$ cat config.mk
export PLATFORM = sky130hd
export DESIGN_NAME = mem_port_arbiter_flat
export DESIGN_NICKNAME = d
export VERILOG_FILES = /design/src/rtl/mem_port_arbiter_if.sv /design/src/rtl/mem_port_arbiter.sv /design/src/flat_wrapper.sv
export SDC_FILE = /design/constraint.sdc
export NUM_CORES = 1
export LEC_CHECK = 0
export ABC_AREA = 1
export BUFFER_PORTS_ARGS = -buffer_cell sky130_fd_sc_hd__buf_2
export CORE_MARGIN = 4
export CORE_UTILIZATION = 40
export CTS_CLUSTER_SIZE = 20
export DETAILED_ROUTE_END_ITERATION = 7
export PLACE_DENSITY = 0.76
export SLEW_MARGIN = 20
export SYNTH_ARGS = -nofsm -noshare
export SYNTH_HDL_FRONTEND = slang
export SYNTH_SLANG_ARGS = --single-unit
$ cat constraint.sdc
create_clock -name clk -period 2.6 [get_ports clk]
set_input_delay 0.39 -clock clk [delete_from_list [all_inputs] [get_ports clk]]
set_output_delay 0.39 -clock clk [all_outputs]
set_load 0.02 [all_outputs]
$ cat src/rtl/mem_port_arbiter_if.sv
// mem_port_arbiter_if
//   Bundles the fetch port, the data port and the external memory bus of
//   mem_port_arbiter.
//   Modports:
//     master : the arbiter's view. It takes port requests and bus_ack/bus_rdata,
//              and drives stalls, rdata and the bus_* outputs.
//     slave  : the environment's view (core pipeline plus memory), mirrored.
//   Signals:
//     i_req/i_addr -> i_rdata/i_stall                     fetch port
//     d_req/d_we/d_size/d_addr/d_wdata -> d_rdata/d_stall data port
//     bus_req/we/size/addr/wdata/err -> bus_ack/bus_rdata memory bus
interface mem_port_arbiter_if #(
    parameter int unsigned ADDR_W = 32,
    parameter int unsigned DATA_W = 32
);
    logic              i_req;
    logic [ADDR_W-1:0] i_addr;
    logic [DATA_W-1:0] i_rdata;
    logic              i_stall;

    logic              d_req;
    logic              d_we;
    logic [2:0]        d_size;
    logic [ADDR_W-1:0] d_addr;
    logic [DATA_W-1:0] d_wdata;
    logic [DATA_W-1:0] d_rdata;
    logic              d_stall;

    logic              bus_req;
    logic              bus_we;
    logic [2:0]        bus_size;
    logic [ADDR_W-1:0] bus_addr;
    logic [DATA_W-1:0] bus_wdata;
    logic              bus_ack;
    logic [DATA_W-1:0] bus_rdata;
    logic              bus_err;

    modport master (
        input  i_req, i_addr,
        output i_rdata, i_stall,
        input  d_req, d_we, d_size, d_addr, d_wdata,
        output d_rdata, d_stall,
        output bus_req, bus_we, bus_size, bus_addr, bus_wdata, bus_err,
        input  bus_ack, bus_rdata
    );

    modport slave (
        output i_req, i_addr,
        input  i_rdata, i_stall,
        output d_req, d_we, d_size, d_addr, d_wdata,
        input  d_rdata, d_stall,
        input  bus_req, bus_we, bus_size, bus_addr, bus_wdata, bus_err,
        output bus_ack, bus_rdata
    );
endinterface

$ cat src/rtl/mem_port_arbiter.sv
// mem_port_arbiter
//   Shares one external memory bus between the instruction-fetch port and the
//   data port. Data has fixed priority (older instruction). Each port's stall
//   stays high until its own transfer has completed; the DONE state lasts one
//   cycle so the pipeline advances exactly once per transfer.
//   Ports:
//     clk  : rising-edge clock
//     rst  : asynchronous, active-low reset
//     io   : mem_port_arbiter_if.master (fetch port, data port, memory bus)
//   Optional feature (macro ARB_TIMEOUT_EN): a watchdog ends a BUSY state after
//   TIMEOUT cycles without bus_ack, returns 32'hDEAD_BEEF to the owner (reads
//   only) and sets the sticky bus_err flag. Without it bus_err is tied 0.
module mem_port_arbiter #(
    parameter int unsigned ADDR_W  = 32,
    parameter int unsigned DATA_W  = 32,
    parameter int unsigned TIMEOUT = 255
) (
    input  logic               clk,
    input  logic               rst,
    mem_port_arbiter_if.master io
);
    typedef enum logic [2:0] {IDLE, D_BUSY, I_BUSY, D_DONE, I_DONE} state_e;

    state_e            state_q, state_d;
    logic              bus_req_q, bus_req_d;
    logic              bus_we_q, bus_we_d;
    logic [2:0]        bus_size_q, bus_size_d;
    logic [ADDR_W-1:0] bus_addr_q, bus_addr_d;
    logic [DATA_W-1:0] bus_wdata_q, bus_wdata_d;
    logic [DATA_W-1:0] i_rdata_q, i_rdata_d;
    logic [DATA_W-1:0] d_rdata_q, d_rdata_d;

`ifdef ARB_TIMEOUT_EN
    localparam int unsigned WD_W = (TIMEOUT > 255) ? $clog2(TIMEOUT + 1) : 8;
    localparam logic [DATA_W-1:0] ERR_DATA = DATA_W'(32'hDEAD_BEEF);

    logic [WD_W-1:0] wd_q, wd_d;
    logic            bus_err_q, bus_err_d;
    logic            wd_expired;

    // The counter holds 0 during the first BUSY cycle, so TIMEOUT-1 marks the
    // TIMEOUT-th BUSY cycle.
    assign wd_expired = (wd_q == WD_W'(TIMEOUT - 1));
`endif

    always_comb begin
        state_d     = state_q;
        bus_req_d   = bus_req_q;
        bus_we_d    = bus_we_q;
        bus_size_d  = bus_size_q;
        bus_addr_d  = bus_addr_q;
        bus_wdata_d = bus_wdata_q;
        i_rdata_d   = i_rdata_q;
        d_rdata_d   = d_rdata_q;
`ifdef ARB_TIMEOUT_EN
        wd_d        = wd_q;
        bus_err_d   = bus_err_q;
`endif
        case (state_q)
            IDLE: begin
                if (io.d_req) begin
                    state_d     = D_BUSY;
                    bus_req_d   = 1'b1;
                    bus_we_d    = io.d_we;
                    bus_size_d  = io.d_size;
                    bus_addr_d  = io.d_addr;
                    bus_wdata_d = io.d_wdata;
`ifdef ARB_TIMEOUT_EN
                    wd_d        = '0;
`endif
                end else if (io.i_req) begin
                    state_d     = I_BUSY;
                    bus_req_d   = 1'b1;
                    bus_we_d    = 1'b0;
                    bus_size_d  = 3'b000;
                    bus_addr_d  = io.i_addr;
                    bus_wdata_d = '0;
`ifdef ARB_TIMEOUT_EN
                    wd_d        = '0;
`endif
                end
            end
            D_BUSY: begin
                if (io.bus_ack) begin
                    if (!bus_we_q) d_rdata_d = io.bus_rdata;
                    bus_req_d = 1'b0;
                    state_d   = D_DONE;
                end
`ifdef ARB_TIMEOUT_EN
                else if (wd_expired) begin
                    if (!bus_we_q) d_rdata_d = ERR_DATA;
                    bus_req_d = 1'b0;
                    bus_err_d = 1'b1;
                    state_d   = D_DONE;
                end else begin
                    wd_d = wd_q + 1'b1;
                end
`endif
            end
            I_BUSY: begin
                if (io.bus_ack) begin
                    i_rdata_d = io.bus_rdata;
                    bus_req_d = 1'b0;
                    state_d   = I_DONE;
                end
`ifdef ARB_TIMEOUT_EN
                else if (wd_expired) begin
                    i_rdata_d = ERR_DATA;
                    bus_req_d = 1'b0;
                    bus_err_d = 1'b1;
                    state_d   = I_DONE;
                end else begin
                    wd_d = wd_q + 1'b1;
                end
`endif
            end
            D_DONE:  state_d = IDLE;
            I_DONE:  state_d = IDLE;
            default: state_d = IDLE;
        endcase
    end

    always_ff @(posedge clk or negedge rst) begin
        if (!rst) begin
            state_q     <= IDLE;
            bus_req_q   <= 1'b0;
            bus_we_q    <= 1'b0;
            bus_size_q  <= '0;
            bus_addr_q  <= '0;
            bus_wdata_q <= '0;
            i_rdata_q   <= '0;
            d_rdata_q   <= '0;
`ifdef ARB_TIMEOUT_EN
            wd_q        <= '0;
            bus_err_q   <= 1'b0;
`endif
        end else begin
            state_q     <= state_d;
            bus_req_q   <= bus_req_d;
            bus_we_q    <= bus_we_d;
            bus_size_q  <= bus_size_d;
            bus_addr_q  <= bus_addr_d;
            bus_wdata_q <= bus_wdata_d;
            i_rdata_q   <= i_rdata_d;
            d_rdata_q   <= d_rdata_d;
`ifdef ARB_TIMEOUT_EN
            wd_q        <= wd_d;
            bus_err_q   <= bus_err_d;
`endif
        end
    end

    // Stalls are combinational so a port sees its DONE cycle immediately;
    // gating with rst keeps them low while reset is asserted.
    assign io.i_stall   = rst & io.i_req & (state_q != I_DONE);
    assign io.d_stall   = rst & io.d_req & (state_q != D_DONE);
    assign io.i_rdata   = i_rdata_q;
    assign io.d_rdata   = d_rdata_q;
    assign io.bus_req   = bus_req_q;
    assign io.bus_we    = bus_we_q;
    assign io.bus_size  = bus_size_q;
    assign io.bus_addr  = bus_addr_q;
    assign io.bus_wdata = bus_wdata_q;
`ifdef ARB_TIMEOUT_EN
    assign io.bus_err   = bus_err_q;
`else
    assign io.bus_err   = 1'b0;
`endif
endmodule

$ cat src/flat_wrapper.sv
// flat-port wrapper written by rule: the top's interface ports become plain ports
module mem_port_arbiter_flat 
#(
    parameter int unsigned ADDR_W  = 32,
    parameter int unsigned DATA_W  = 32,
    parameter int unsigned TIMEOUT = 255
)
  (clk, rst, io_i_req, io_i_addr, io_i_rdata, io_i_stall, io_d_req, io_d_we, io_d_size, io_d_addr, io_d_wdata, io_d_rdata, io_d_stall, io_bus_req, io_bus_we, io_bus_size, io_bus_addr, io_bus_wdata, io_bus_err, io_bus_ack, io_bus_rdata);
  mem_port_arbiter_if #(.ADDR_W(ADDR_W), .DATA_W(DATA_W)) io_i ();
  input  logic clk;
  input  logic rst;
  input wire logic [$bits(io_i.i_req)-1:0] io_i_req;
  input wire logic [$bits(io_i.i_addr)-1:0] io_i_addr;
  output wire logic [$bits(io_i.i_rdata)-1:0] io_i_rdata;
  output wire logic [$bits(io_i.i_stall)-1:0] io_i_stall;
  input wire logic [$bits(io_i.d_req)-1:0] io_d_req;
  input wire logic [$bits(io_i.d_we)-1:0] io_d_we;
  input wire logic [$bits(io_i.d_size)-1:0] io_d_size;
  input wire logic [$bits(io_i.d_addr)-1:0] io_d_addr;
  input wire logic [$bits(io_i.d_wdata)-1:0] io_d_wdata;
  output wire logic [$bits(io_i.d_rdata)-1:0] io_d_rdata;
  output wire logic [$bits(io_i.d_stall)-1:0] io_d_stall;
  output wire logic [$bits(io_i.bus_req)-1:0] io_bus_req;
  output wire logic [$bits(io_i.bus_we)-1:0] io_bus_we;
  output wire logic [$bits(io_i.bus_size)-1:0] io_bus_size;
  output wire logic [$bits(io_i.bus_addr)-1:0] io_bus_addr;
  output wire logic [$bits(io_i.bus_wdata)-1:0] io_bus_wdata;
  output wire logic [$bits(io_i.bus_err)-1:0] io_bus_err;
  input wire logic [$bits(io_i.bus_ack)-1:0] io_bus_ack;
  input wire logic [$bits(io_i.bus_rdata)-1:0] io_bus_rdata;
  assign io_i.i_req = io_i_req;
  assign io_i.i_addr = io_i_addr;
  assign io_i_rdata = io_i.i_rdata;
  assign io_i_stall = io_i.i_stall;
  assign io_i.d_req = io_d_req;
  assign io_i.d_we = io_d_we;
  assign io_i.d_size = io_d_size;
  assign io_i.d_addr = io_d_addr;
  assign io_i.d_wdata = io_d_wdata;
  assign io_d_rdata = io_i.d_rdata;
  assign io_d_stall = io_i.d_stall;
  assign io_bus_req = io_i.bus_req;
  assign io_bus_we = io_i.bus_we;
  assign io_bus_size = io_i.bus_size;
  assign io_bus_addr = io_i.bus_addr;
  assign io_bus_wdata = io_i.bus_wdata;
  assign io_bus_err = io_i.bus_err;
  assign io_i.bus_ack = io_bus_ack;
  assign io_i.bus_rdata = io_bus_rdata;
  mem_port_arbiter #(.ADDR_W(ADDR_W), .DATA_W(DATA_W), .TIMEOUT(TIMEOUT)) u_core (.clk(clk), .rst(rst), .io(io_i));
endmodule
==> results.json <==
{
  "rsz0062_at_grt": "no",
  "cts_buffers": 17,
  "vias": 4975,
  "core_um2": 14100,
  "syn-mean-instance-area_um2": 9.67,
  "worst_pin_slew_ns": 0.878,
  "yosys-top-cells-area": "dfrtp_1 58%, nand2_1 11%, o21ai_0 7.0%, o21ai_2 6.9%, buf_6 3.5%",
  "die_h_um": 129,
  "critical_path_peak_fanout": 4,
  "slew_violations": 0,
  "yosysTopAreaCellShare": 0.582,
  "diodes": 0,
  "status": "complete, no violations",
  "cp.required_ns": 2.21,
  "endpoint_kind": "output port",
  "grt_max_degree": 136,
  "cts_setup_buffers": 0,
  "fin_crit_ns": 1.85,
  "htree_levels": 4,
  "synthesis.area_um2": 5850,
  "n_fill_cell": 1295,
  "initial_core_util": 0.415,
  "max_freq_ghz": 0.542,
  "p_leak_nw": 4.34,
  "row_count": 43,
  "max-vdd-ir-drop_uv": 706,
  "synth_common_cells": "177 x nand2_1, 136 x dfrtp_1, 82 x o21ai_0, 46 x o21ai_2, 40 x nand3_1",
  "path_cells": "dlygate4sd3_1 > buf_6 > nand2_1 > a31oi_1 > buf_2",
  "postLayoutCoreUtil": 0.555,
  "cts.sinks": 136,
  "slew_headroom": 0.414,
  "synth_edf_count": 0,
  "post_drt_via_cell_ratio": 4.72,
  "hold_viol_final": 0,
  "dieArea_um2": 16600,
  "ioPinCount": 273,
  "yosysMostFrequentCell": "nand2_1",
  "clk_latency_ns": 0.40,
  "drc_errors": 0,
  "drive_gt1_frac": 0.450,
  "synth_cell_types": 24,
  "skew_ns": 0.00533,
  "wirelength_um": 15500,
  "hold_path.class": "input port to flop",
  "cts_buffer_depth": 2,
  "grt.total_usage": 0.184,
  "port_buffers": 271,
  "synth_warnings": 0,
  "dpl.hpwl_um": 11000,
  "place_congestion": 0.812,
  "critPathKind": "input port to output port",
  "slowest_delay_ns": 0.55,
  "antenna_left": 0,
  "synth_top_area_cell": "dfrtp_1",
  "syn_inst": 605,
  "powerDensity_nw_per_um2": 1320,
  "cp.arrival_ns": 1.46,
  "path_buf_inv": 3,
  "grt_first_pass_wirelength_um": 24200,
  "finalCritPeriodShare": 0.710,
  "wire_per_inst_um": 14.7,
  "drtIter0Drc": 215,
  "clkTransAtPathRegs_ns": 0.06,
  "cp_slowest_cell": "dlygate4sd3_1",
  "overflow": 0,
  "worst_setup_path_start_kind": "input port",
  "grt_pass1_vias": 4815,
  "synth_nets": 742,
  "die_w_um": 129,
  "synthFlopType": "dfrtp_1",
  "cap_violations": 0,
  "ys_seq_elements": 136,
  "syn_to_final_growth_pct": 33.6,
  "firstDrtPassIters": 5,
  "antenna_found_initial": 2,
  "crit_family": "buffers and inverters",
  "cts_tree": "yes",
  "synth_seq_area_share": 0.582,
  "ctsRootBufferMaster": "clkbuf_16",
  "synth-async-reset-ratio": 1.00,
  "nets": 1001,
  "finalSetupViolations": 0,
  "setup-tns-final_ns": 0
}
-- sequential cells by signal, summed over array words and instances (netlist names) --
signal and count:
u_core.io.bus_wdata 32, u_core.io.d_rdata 32, u_core.io.bus_we 1, u_core.io.i_rdata 32, u_core.io.bus_req 1, u_core.io.bus_addr 32, u_core.io.bus_size 3, u_core.state_q 3
-- worst register-to-register path, stage by stage, from the launching register on --
cell	delay, ns
dfrtp_1	0.47
nor2_4	0.21
nand3_4	0.49
o21ai_0	0.41
-- final cells by class --
cell class / count / area (um^2) / share of cell area
multi-input cells: 391 / 1990 / 0.255
well taps: 180 / 225 / 0.0288
clock buffers: 22 / 494 / 0.0632
inverters: 39 / 146 / 0.0187
clock inverters: 7 / 93.8 / 0.0120
flip-flops and latches: 136 / 3400 / 0.435
repair buffers: 279 / 1460 / 0.187
-- cell families after synthesis --
kind of cell           share of synthesized area
other                                   0.000641
and+or+nand+nor                            0.197
buffers and inverters                     0.0783
DFF                                        0.582
AOI/OAI and AO/OA                          0.143
-- timing repair --
action                                  CTS  global route
endpoints found under the setup margin    0             0
resized for setup                         0             0
hold buffers                              1             0
hold endpoints to repair                  1             0
-- cell usage in the layout, fill, tap and decap left out, types with 3 or more instances in the layout --
| cell | synthesis | routed |
|---|---|---|
| o21ai_2 | 46 | 46 |
| o21ai_0 | 82 | 82 |
| dfrtp_1 | 136 | 136 |
| buf_12 | 0 | 3 |
| nor2_1 | 3 | 3 |
| buf_2 | 9 | 270 |
| inv_1 | 37 | 37 |
| clkbuf_8 | 0 | 5 |
| or2_2 | 32 | 32 |
| nand2_1 | 177 | 176 |
| clkbuf_16 | 0 | 17 |
| buf_4 | 1 | 4 |
| nand3_1 | 40 | 40 |
-- through the flow --
step | hold WS [ns] | cell area [um^2] | worst slack, ns | total power, mW | std cells
6_report | 0.211 | 7820 | 0.754 | 10.3 | 1054
3_5_place_dp | 0.181 | 7220 | 0.802 | 8.02 | 1024
5_1_grt | 0.205 | 7820 | 0.716 | 11.0 | 1054
3_3_place_gp | 0.181 | 7220 | 0.862 | 7.91 | 1024
2_1_floorplan | 0.0944 | 5850 | 0.951 | 6.64 | 605
4_1_cts | 0.189 | 7820 | 0.765 | 10.5 | 1054
-- power by group --
| group | switching, mW | internal (mW) |
|---|---|---|
| sequential | 0.524 | 3.09 |
| clock | 0.863 | 1.52 |
| combinational | 2.88 | 1.43 |
| total | 4.27 | 6.03 |
-- worst paths after layout --
kind | depth (start not counted) | startpoint | endpoint | slack [ns]
max reg2reg | 3 | u_core.state_q[2] | u_core.io.d_rdata[9] | 0.91
min | 3 | io_d_wdata[11] | u_core.io.bus_wdata[11] | 0.21
min reg2reg | 2 | u_core.io.bus_wdata[15] | u_core.io.bus_wdata[15] | 0.46
max in group asynchronous | 3 | rst | u_core.io.bus_addr[5] | 1.34
min in group asynchronous | 2 | rst | u_core.io.bus_req | 0.34
max | 5 | rst | io_i_stall | 0.75
-- routing by layer --
layer,wire [um],vias to the layer above,global-route usage
li1,-,2452,-
met1,6330,2293,0.227
met2,7260,206,0.296
met3,1700,20,0.0768
met4,206,4,0.0593
met5,21,-,0
Power figures use the tool's default switching activity.
